--- src/rtl/fp_pkg.sv ---
// fp_pkg: shared definitions for the RV32IF FP execute stage.
//   - 5-bit FP ALU opcodes (FP_ADD = 0 ... FP_LE = 23)
//   - rounding-mode encodings (RNE..RMM, DYN)
//   - fflags bit positions (NV, DZ, OF, UF, NX)
//   - issue/retire sequencer state enum
package fp_pkg;

    localparam logic [4:0] FP_ADD      = 5'd0;
    localparam logic [4:0] FP_SUB      = 5'd1;
    localparam logic [4:0] FP_MUL      = 5'd2;
    localparam logic [4:0] FP_DIV      = 5'd3;
    localparam logic [4:0] FP_SQRT     = 5'd4;
    localparam logic [4:0] FP_MIN      = 5'd5;
    localparam logic [4:0] FP_MAX      = 5'd6;
    localparam logic [4:0] FP_MADD     = 5'd7;
    localparam logic [4:0] FP_MSUB     = 5'd8;
    localparam logic [4:0] FP_NMADD    = 5'd9;
    localparam logic [4:0] FP_NMSUB    = 5'd10;
    localparam logic [4:0] FP_SGNJ     = 5'd11;
    localparam logic [4:0] FP_SGNJN    = 5'd12;
    localparam logic [4:0] FP_SGNJX    = 5'd13;
    localparam logic [4:0] FP_CVT_W_S  = 5'd14;
    localparam logic [4:0] FP_CVT_WU_S = 5'd15;
    localparam logic [4:0] FP_CVT_S_W  = 5'd16;
    localparam logic [4:0] FP_CVT_S_WU = 5'd17;
    localparam logic [4:0] FP_MV_X_W   = 5'd18;
    localparam logic [4:0] FP_MV_W_X   = 5'd19;
    localparam logic [4:0] FP_CLASS    = 5'd20;
    localparam logic [4:0] FP_EQ       = 5'd21;
    localparam logic [4:0] FP_LT       = 5'd22;
    localparam logic [4:0] FP_LE       = 5'd23;

    localparam logic [2:0] RM_RNE = 3'd0;
    localparam logic [2:0] RM_RTZ = 3'd1;
    localparam logic [2:0] RM_RDN = 3'd2;
    localparam logic [2:0] RM_RUP = 3'd3;
    localparam logic [2:0] RM_RMM = 3'd4;
    localparam logic [2:0] RM_DYN = 3'd7;

    localparam int FFLAG_NV = 4;
    localparam int FFLAG_DZ = 3;
    localparam int FFLAG_OF = 2;
    localparam int FFLAG_UF = 1;
    localparam int FFLAG_NX = 0;

    typedef enum logic [1:0] {
        ST_IDLE = 2'd0,
        ST_EXEC = 2'd1,
        ST_DONE = 2'd2
    } seq_state_e;

    // Encodings above RMM are reserved; DYN is only legal before resolution.
    function automatic logic rm_is_illegal(input logic [2:0] rm);
        return (rm > RM_RMM);
    endfunction

endpackage

--- src/rtl/fp_fcsr_regs.sv ---
// fp_fcsr_regs: frm / fflags fields of fcsr.
//   clk, rst_n           : clock, async active-low reset
//   frm_we_i/frm_wdata_i : CSR write of frm
//   ffl_we_i/ffl_wdata_i : CSR write of fflags
//   acc_en_i/acc_flags_i : retire-time OR accumulation of exception flags
//   frm_o, fflags_o      : current field values
// A CSR write and an accumulation in the same cycle combine as wdata | flags.
module fp_fcsr_regs (
    input  logic       clk,
    input  logic       rst_n,
    input  logic       frm_we_i,
    input  logic [2:0] frm_wdata_i,
    input  logic       ffl_we_i,
    input  logic [4:0] ffl_wdata_i,
    input  logic       acc_en_i,
    input  logic [4:0] acc_flags_i,
    output logic [2:0] frm_o,
    output logic [4:0] fflags_o
);
    logic [2:0] frm_q, frm_d;
    logic [4:0] fflags_q, fflags_d;

    always_comb begin
        frm_d    = frm_q;
        fflags_d = fflags_q;
        if (frm_we_i) frm_d = frm_wdata_i;
        if (ffl_we_i) fflags_d = ffl_wdata_i;
        if (acc_en_i) fflags_d = fflags_d | acc_flags_i;
    end

    always_ff @(posedge clk or negedge rst_n) begin
        if (!rst_n) begin
            frm_q    <= 3'd0;
            fflags_q <= 5'd0;
        end else begin
            frm_q    <= frm_d;
            fflags_q <= fflags_d;
        end
    end

    assign frm_o    = frm_q;
    assign fflags_o = fflags_q;
endmodule

--- src/rtl/fp_exec_seq.sv ---
// fp_exec_seq: issue/retire sequencer around the FP ALU.
//   Issue  : in_valid/in_ready, in_op/in_a/in_b/in_c/in_rm/in_rd/in_int_dst
//   ALU    : alu_a/b/c, alu_ctrl, alu_rm, alu_enable out; alu_result/alu_fflags in
//   Retire : out_valid/out_ready, out_result/out_fflags/out_rd/out_int_dst/out_illegal
//   CSR    : csr_frm_we/wdata, csr_fflags_we/wdata in; frm, fflags out
//   Debug  : dbg_state (current FSM state)
// Handshakes: a transfer happens on a rising edge where valid and ready are both
// high; flush in the same cycle cancels the transfer and returns to IDLE.
// Optional macro FP_OPERAND_ISOLATION_EN: zero the alu_* operand/control
// outputs outside EXEC.
module fp_exec_seq
    import fp_pkg::*;
#(
    parameter int ARITH_LAT = 1,
    parameter int DIV_LAT   = 10,
    parameter int SQRT_LAT  = 12
) (
    input  logic        clk,
    input  logic        rst_n,
    input  logic        flush,
    input  logic        in_valid,
    output logic        in_ready,
    input  logic [4:0]  in_op,
    input  logic [31:0] in_a,
    input  logic [31:0] in_b,
    input  logic [31:0] in_c,
    input  logic [2:0]  in_rm,
    input  logic [4:0]  in_rd,
    input  logic        in_int_dst,
    output logic [31:0] alu_a,
    output logic [31:0] alu_b,
    output logic [31:0] alu_c,
    output logic [4:0]  alu_ctrl,
    output logic [2:0]  alu_rm,
    output logic        alu_enable,
    input  logic [31:0] alu_result,
    input  logic [4:0]  alu_fflags,
    output logic        out_valid,
    input  logic        out_ready,
    output logic [31:0] out_result,
    output logic [4:0]  out_fflags,
    output logic [4:0]  out_rd,
    output logic        out_int_dst,
    output logic        out_illegal,
    input  logic        csr_frm_we,
    input  logic [2:0]  csr_frm_wdata,
    input  logic        csr_fflags_we,
    input  logic [4:0]  csr_fflags_wdata,
    output logic [2:0]  frm,
    output logic [4:0]  fflags,
    output logic [1:0]  dbg_state
);
    localparam logic [4:0] ARITH_M1 = 5'(ARITH_LAT - 1);
    localparam logic [4:0] DIV_M1   = 5'(DIV_LAT - 1);
    localparam logic [4:0] SQRT_M1  = 5'(SQRT_LAT - 1);

    seq_state_e  state_q, state_d;
    logic [4:0]  cnt_q, cnt_d;
    logic [4:0]  op_q, rd_q, res_flags_q;
    logic [31:0] a_q, b_q, c_q, res_q;
    logic [2:0]  rm_q;
    logic        int_dst_q, illegal_q;

    logic        accept, capture, retire;
    logic [2:0]  rm_res;
    logic        rm_bad;
    logic [4:0]  lat_m1;

    assign rm_res = (in_rm == RM_DYN) ? frm : in_rm;
    assign rm_bad = rm_is_illegal(rm_res);

    always_comb begin
        lat_m1 = ARITH_M1;
        if (in_op == FP_DIV)  lat_m1 = DIV_M1;
        if (in_op == FP_SQRT) lat_m1 = SQRT_M1;
    end

    assign accept  = (state_q == ST_IDLE) && in_valid && !flush;
    assign capture = (state_q == ST_EXEC) && (cnt_q == 5'd0) && !flush;
    assign retire  = (state_q == ST_DONE) && out_ready && !flush;

    always_comb begin
        state_d = state_q;
        cnt_d   = cnt_q;
        if (flush) begin
            state_d = ST_IDLE;
            cnt_d   = 5'd0;
        end else begin
            case (state_q)
                ST_IDLE: if (in_valid) begin
                    state_d = rm_bad ? ST_DONE : ST_EXEC;
                    cnt_d   = rm_bad ? 5'd0 : lat_m1;
                end
                ST_EXEC: begin
                    if (cnt_q == 5'd0) state_d = ST_DONE;
                    else               cnt_d   = cnt_q - 5'd1;
                end
                ST_DONE: if (out_ready) state_d = ST_IDLE;
                default: state_d = ST_IDLE;
            endcase
        end
    end

    always_ff @(posedge clk or negedge rst_n) begin
        if (!rst_n) begin
            state_q <= ST_IDLE;
            cnt_q   <= 5'd0;
        end else begin
            state_q <= state_d;
            cnt_q   <= cnt_d;
        end
    end

    // Latched op context plus the retire register. An illegal rm skips EXEC,
    // so the result/flags are zeroed at accept time.
    always_ff @(posedge clk or negedge rst_n) begin
        if (!rst_n) begin
            op_q        <= 5'd0;
            a_q         <= 32'd0;
            b_q         <= 32'd0;
            c_q         <= 32'd0;
            rm_q        <= 3'd0;
            rd_q        <= 5'd0;
            int_dst_q   <= 1'b0;
            illegal_q   <= 1'b0;
            res_q       <= 32'd0;
            res_flags_q <= 5'd0;
        end else if (accept) begin
            op_q        <= in_op;
            a_q         <= in_a;
            b_q         <= in_b;
            c_q         <= in_c;
            rm_q        <= rm_res;
            rd_q        <= in_rd;
            int_dst_q   <= in_int_dst;
            illegal_q   <= rm_bad;
            res_q       <= 32'd0;
            res_flags_q <= 5'd0;
        end else if (capture) begin
            res_q       <= alu_result;
            res_flags_q <= alu_fflags;
        end
    end

    fp_fcsr_regs u_fcsr (
        .clk         (clk),
        .rst_n       (rst_n),
        .frm_we_i    (csr_frm_we),
        .frm_wdata_i (csr_frm_wdata),
        .ffl_we_i    (csr_fflags_we),
        .ffl_wdata_i (csr_fflags_wdata),
        .acc_en_i    (retire && !illegal_q),
        .acc_flags_i (res_flags_q),
        .frm_o       (frm),
        .fflags_o    (fflags)
    );

`ifdef FP_OPERAND_ISOLATION_EN
    assign alu_a    = (state_q == ST_EXEC) ? a_q  : 32'd0;
    assign alu_b    = (state_q == ST_EXEC) ? b_q  : 32'd0;
    assign alu_c    = (state_q == ST_EXEC) ? c_q  : 32'd0;
    assign alu_ctrl = (state_q == ST_EXEC) ? op_q : 5'd0;
    assign alu_rm   = (state_q == ST_EXEC) ? rm_q : 3'd0;
`else
    assign alu_a    = a_q;
    assign alu_b    = b_q;
    assign alu_c    = c_q;
    assign alu_ctrl = op_q;
    assign alu_rm   = rm_q;
`endif

    // in_ready is gated by rst_n so it reads 0 while reset is held.
    assign in_ready    = rst_n && (state_q == ST_IDLE);
    assign alu_enable  = (state_q == ST_EXEC);
    assign out_valid   = (state_q == ST_DONE);
    assign out_result  = res_q;
    assign out_fflags  = res_flags_q;
    assign out_rd      = rd_q;
    assign out_int_dst = int_dst_q;
    assign out_illegal = illegal_q;
    assign dbg_state   = state_q;
endmodule
--- config.mk ---
export PLATFORM = sky130hd
export DESIGN_NAME = fp_exec_seq
export DESIGN_NICKNAME = d
export VERILOG_FILES = /design/src/rtl/fp_pkg.sv /design/src/rtl/fp_fcsr_regs.sv /design/src/rtl/fp_exec_seq.sv
export SDC_FILE = /design/constraint.sdc
export NUM_CORES = 1
export LEC_CHECK = 0
export CAP_MARGIN = 20
export CORE_UTILIZATION = 36
export DETAILED_ROUTE_END_ITERATION = 7
export PLACE_DENSITY = 0.77
export SLEW_MARGIN = 20
export SYNTH_ARGS = -nofsm -noshare
export SYNTH_HDL_FRONTEND = slang
export SYNTH_SLANG_ARGS = --single-unit
--- constraint.sdc ---
create_clock -name clk -period 1.9 [get_ports clk]
set_clock_uncertainty 0.15 [all_clocks]
set_input_delay 0.19 -clock clk [delete_from_list [all_inputs] [get_ports clk]]
set_output_delay 0.19 -clock clk [all_outputs]
set_load 0.02 [all_outputs]
---- After elaboration in Yosys (flattened, before gate mapping) ----
Cells that the tools add are included.
operators by class
  equal/unequal tests ..................... 9
  multiply operators ...................... 0
  bitwise gates (word level) .............. 1
  mux-type cells .......................... 20
  divide/modulo/power cells ............... 0
  reductions and logical operators ........ 16
  add/subtract/negate cells ............... 1
  shift operators ......................... 0
  order comparisons ....................... 1
operator list
  cell                                                   number
  two-way mux 32 bit                                     2
  two-way mux 5 bit                                      9
  two-way mux 2 bit                                      5
  case mux 5 bit (2 select lines)                        1
  logical AND 1 bit                                      8
  != test 3 x 2 -> 1 bit (second input constant)         2
  != test 3 bit (second input constant)                  2
  case mux 2 bit (3 select lines)                        1
  AND reduction 3 bit                                    2
  equality test 5 x 2 -> 1 bit (second input constant)   1
  equality test 5 x 3 -> 1 bit (second input constant)   1
  logical NOT 5 bit                                      1
  OR 5 bit                                               1
  subtractor 5 x 1 -> 5 bit (second input constant)      1
  two-way mux 4 bit                                      1
  equality test 3 bit (second input constant)            1
  greater-than comparator 3 bit (second input constant)  1
  two-way mux 3 bit                                      1
  nonzero test 3 bit                                     1
  equality test 2 x 1 -> 1 bit (second input constant)   1
  equality test 2 bit (second input constant)            1
  logical NOT 1 bit                                      2
  logical NOT 2 bit                                      1
  nonzero test 2 bit                                     1
storage, ports and cells
  memories ................................ 0
  output and inout bits ................... 161
  bits in latches ......................... 0
  logic and storage cells ................. 62
  bits in registers ....................... 163
  bits in writable memories ............... 0
  ROM bits ................................ 0

---- Logic depth before layout (Yosys ltp) ----
  depth after elaboration ................. 7
  depth in mapped cells ................... 8

---- Modules after synthesis ----
From an unflattened synthesis, not the netlist that was laid out.
unflattened totals
  cell total of the unflattened synthesis .. 638
  area, all modules ....................... 6297.3 µm²
by module, submodules not included
  module        area each (µm²)  instances  cells an instance
  fp_exec_seq   5970.7           1          612
  fp_fcsr_regs  326.6            1          26

---- Worst setup path before layout ----
OpenSTA, ideal clock, no wires.
  path kind ............................... register -> register
  from .................................... reg cnt_q[0]
  to ...................................... reg res_q[10] (netlist: out_result[10])
  required time ........................... 1629 ps
  path slack .............................. -118 ps
  data arrival time ....................... 1747 ps
  cell stages (with the launch flop) ...... 9
  buffers on the path ..................... 2
  cell sequence ........................... dfrtp_1 inv_1 ha_1 or4b_4 nor3_2 nor2_1 buf_6 buf_6 a22o_1
between the ends
  word-level cells in the longest chain between the ends .. 4
RTL lines
  what                             RTL line            source
  from (decl)                      fp_exec_seq.sv:58   logic [4:0] cnt_q, cnt_d;
  from (signal assigned)           fp_exec_seq.sv:110  cnt_q <= cnt_d;
  logical NOT 5 bit                fp_exec_seq.sv:79   assign capture = (state_q == ST_EXEC) && (cnt_q == 5'd0) && !flush;
  logical AND 1 bit (2 in series)  fp_exec_seq.sv:79
  nonzero test 2 bit (no line)     --
  to (signal assigned)             fp_exec_seq.sv:140  res_q <= alu_result;
  to (decl)                        fp_exec_seq.sv:60   logic [31:0] a_q, b_q, c_q, res_q;
No other way between the ends.
A chain may end at the register's enable or synchronous reset.

---- Worst setup path after layout ----
  from .................................... reg cnt_q[0]
  to ...................................... reg res_q[18] (netlist: out_result[18])
Same word-level chain as after synthesis.

==> results.sh <==
export IMPL_final_cells=1217
export IMPL_worst_pin_slew_ns=0.936
export IMPL_r2r_slack_ns=-0.05
export IMPL_fp_coreArea_um2=17200
export IMPL_powerDensity_nw_per_um2=1070
export IMPL_ys_types=38
export IMPL_path_clk_slew_ns=0.07
export IMPL_leakage_nw=5.07
export IMPL_timing_final_hold_violations=0
export IMPL_synth_avg_cell_area_um2=9.92
export IMPL_cp_arrival_ns=2.09
export IMPL_hold_ws_ns=0.150
export IMPL_numCtsBuffers=17
export IMPL_crit_path_end_kind="register"
export IMPL_synth_edf_count=0
export IMPL_synth_ff_type="dfrtp_1"
export IMPL_status="finished, violations left"
export IMPL_grtUsageTotal_pct=21.6
export IMPL_worst_r2r_path_depth=7
export IMPL_min_to="alu_a[10]"
export IMPL_gp_congestion=0.848
export IMPL_synth_top_area_share_pct=64.7
export IMPL_start_kind="register"
export IMPL_hold_path_depth=3
export IMPL_vias_per_cell=4.69
export IMPL_dp_cells=1184
export IMPL_routedWlPerCell_um=15.8
export IMPL_die_w_um=134
export IMPL_syn2layout_area_growth_pct=69.4
export IMPL_die_h_um=134
export IMPL_cts_sinks=163
export IMPL_synth_cell_area_um2=6300
export IMPL_synth_cells=635
export IMPL_gr_total_overflow=0
export IMPL_multi_input_area_um2=2060
export IMPL_min_from="in_a[10]"
export IMPL_max_freq_ghz=0.513
export IMPL_synthesis_nets=798
export IMPL_preCtsSetupSlack_ns=-0.0442
export IMPL_rsz0062_at_grt="yes"
export IMPL_io_pins=323
export IMPL_portBuffers=322
export IMPL_most_common_layout_cells="334 x nand2_1, 316 x clkdlybuf4s50_1, 162 x dfrtp_1"
export IMPL_final_area_um2=10700
export IMPL_postCtsSetupBuffers=0
export IMPL_ys_warn_count=0
export IMPL_timing_rr_end="out_result[18]"
export IMPL_critical_path_max_stage_delay_ns=0.50
export IMPL_vias=5705
export IMPL_cp_max_fo=24
export IMPL_power_mw=11.4
export IMPL_cts_tree="done"
export IMPL_violations="setup timing"
export IMPL_finalCriticalPeriod_ns=1.95
export IMPL_grt_pass1_vias=5798
export IMPL_setup_viol=34
export IMPL_crit_required_ns=2.04
export IMPL_htreeDepth=4
export IMPL_dp_hpwl_um=14000
export IMPL_detail_route_first_pass_iterations=5
export IMPL_fin_crit_sh_pct=103
export IMPL_maxCapViolations=0
export IMPL_synthTopCellsByArea="dfrtp_1 65%, nand2_1 20%, a22o_1 5.1%"
export IMPL_path_class="reg -> reg"
export IMPL_peakVddDrop_v=0.000889
export IMPL_hp_class="in -> reg"
export IMPL_final_common_cell="nand2_1"
export IMPL_cts_root_buf="clkbuf_16"
export IMPL_reg2reg_from="cnt_q[0]"
export IMPL_grt_antenna_before_repair=1
export IMPL_num_rows=48
export IMPL_grt_pass1_wl_um=30100
export IMPL_start_util_pct=36.7
export IMPL_setup_tns_ns=-0.737
export IMPL_fillCellCount=1421
export IMPL_worst_slack_ns=-0.0476
export IMPL_yosysSeqAreaShare_pct=64.7
export IMPL_ant_nets=0
export IMPL_grt_max_degree=164
export IMPL_cp_slowest_cell="or4b_4"
export IMPL_diodes=0
export IMPL_die_area_um2=18000
export IMPL_drtIter0Drc=292
export IMPL_clockBufferDepth=2
export IMPL_slew_violations=0
export IMPL_insertion_delay_ns=0.41
export IMPL_ys_seq_elements=163
export IMPL_path_cells="inv_1 > ha_1 > or4b_4 > nor3_4 > nor2_2 > buf_12 > a22o_1"
export IMPL_async_flop_share_pct=100
export IMPL_dpl_cell_area_um2=10100
export IMPL_relSlewSlack_pct=37.6
export IMPL_drive_gt1_share_pct=8.77
export IMPL_yosysTopAreaCell="dfrtp_1"
export IMPL_nNetsFinal=1142
export IMPL_drcViolationCount=0
export IMPL_fin_util_pct=62.1
export IMPL_seqCellArea_um2=4080
export IMPL_totalWireLength_um=19200
==> what timing repair did <==
action,CTS,global route
hold buffers,1,0
gates resized for setup,9,5
endpoints found under the setup margin,40,45
hold endpoints to repair,163,0
==> cell type report <==
type,instances,share of cell area [%]
clock inverters,14,1.33
well taps,225,2.64
multi-input cells,434,19.3
clock buffers,18,4.12
inverters,3,0.106
flip-flops and latches,163,38.2
repair buffers,360,34.3
==> per-layer routing <==
metal / track usage (%) / part of all wire, %
met1: 25.8 / 40
met2: 36.8 / 49
met3: 7.82 / 9.0
met4: 5.56 / 1.2
met5: 0 / 0
==> cells in the mapped netlist (2+ instances only) <==
cell,instances
buf_2,10
dfrtp_1,163
nor3_1,3
a221o_1,5
nand3b_1,2
a22o_1,37
o21ai_1,7
buf_6,3
o21ai_0,3
o41ai_1,2
mux2_2,3
nor2_1,4
nand2b_1,5
o22ai_1,2
nand2_1,334
nor2b_1,8
inv_1,2
clkbuf_1,14
buf_4,4
nand4_1,2
buf_1,4
nor3b_1,2
==> sequential cells by signal, indices dropped and copies added (netlist names), 5 cells and up <==
signal and flops:
alu_b 32, out_result 32, alu_ctrl 5, cnt_q 5, alu_a 32, out_fflags 5
out_rd 5, alu_c 32, u_fcsr.fflags_o 5
==> critical path: cells and delay by family, from the launching register on <==
kind	cells	cell delay, ns
AO/OA/AOI/OAI	1	0.20
adder cells (fa/ha/maj)	1	0.15
buffers and inverters	2	0.22
flip-flops	1	0.37
AND/OR/NAND/NOR	3	0.75
==> how the worst max path moves through the flow <==
stage / endpoint / from / depth (start not counted) / slack, ns
detailed placement: out_result[18] / cnt_q[0] / 7 / -0.04
CTS: out_result[18] / cnt_q[0] / 7 / -0.06
finish: out_result[18] / cnt_q[0] / 7 / -0.05
floorplan: out_result[10] / cnt_q[0] / 8 / -0.12
global route: out_result[18] / cnt_q[1] / 7 / -0.14
global placement: out_result[17] / cnt_q[0] / 7 / -0.009
==> power by group <==
part / internal [mW] / total (mW) / switching, mW
Clock: 1.89 / 3.40 / 1.50
Sequential: 4.10 / 4.47 / 0.370
Combinational: 1.79 / 3.58 / 1.79
Total: 7.79 / 11.4 / 3.66
==> cells by family (layout without fill, tap and decap cells) <==
kind of cell	after synthesis	after routing	share of synthesized area, %
AO/OA/AOI/OAI	62	62	8.04
adder cells (fa/ha/maj)	1	1	0.199
buffers and inverters	38	395	3.06
flip-flops	163	163	64.7
multiplexers	3	3	0.536
AND/OR/NAND/NOR	368	368	23.4
(Power assumes the default switching activity.)
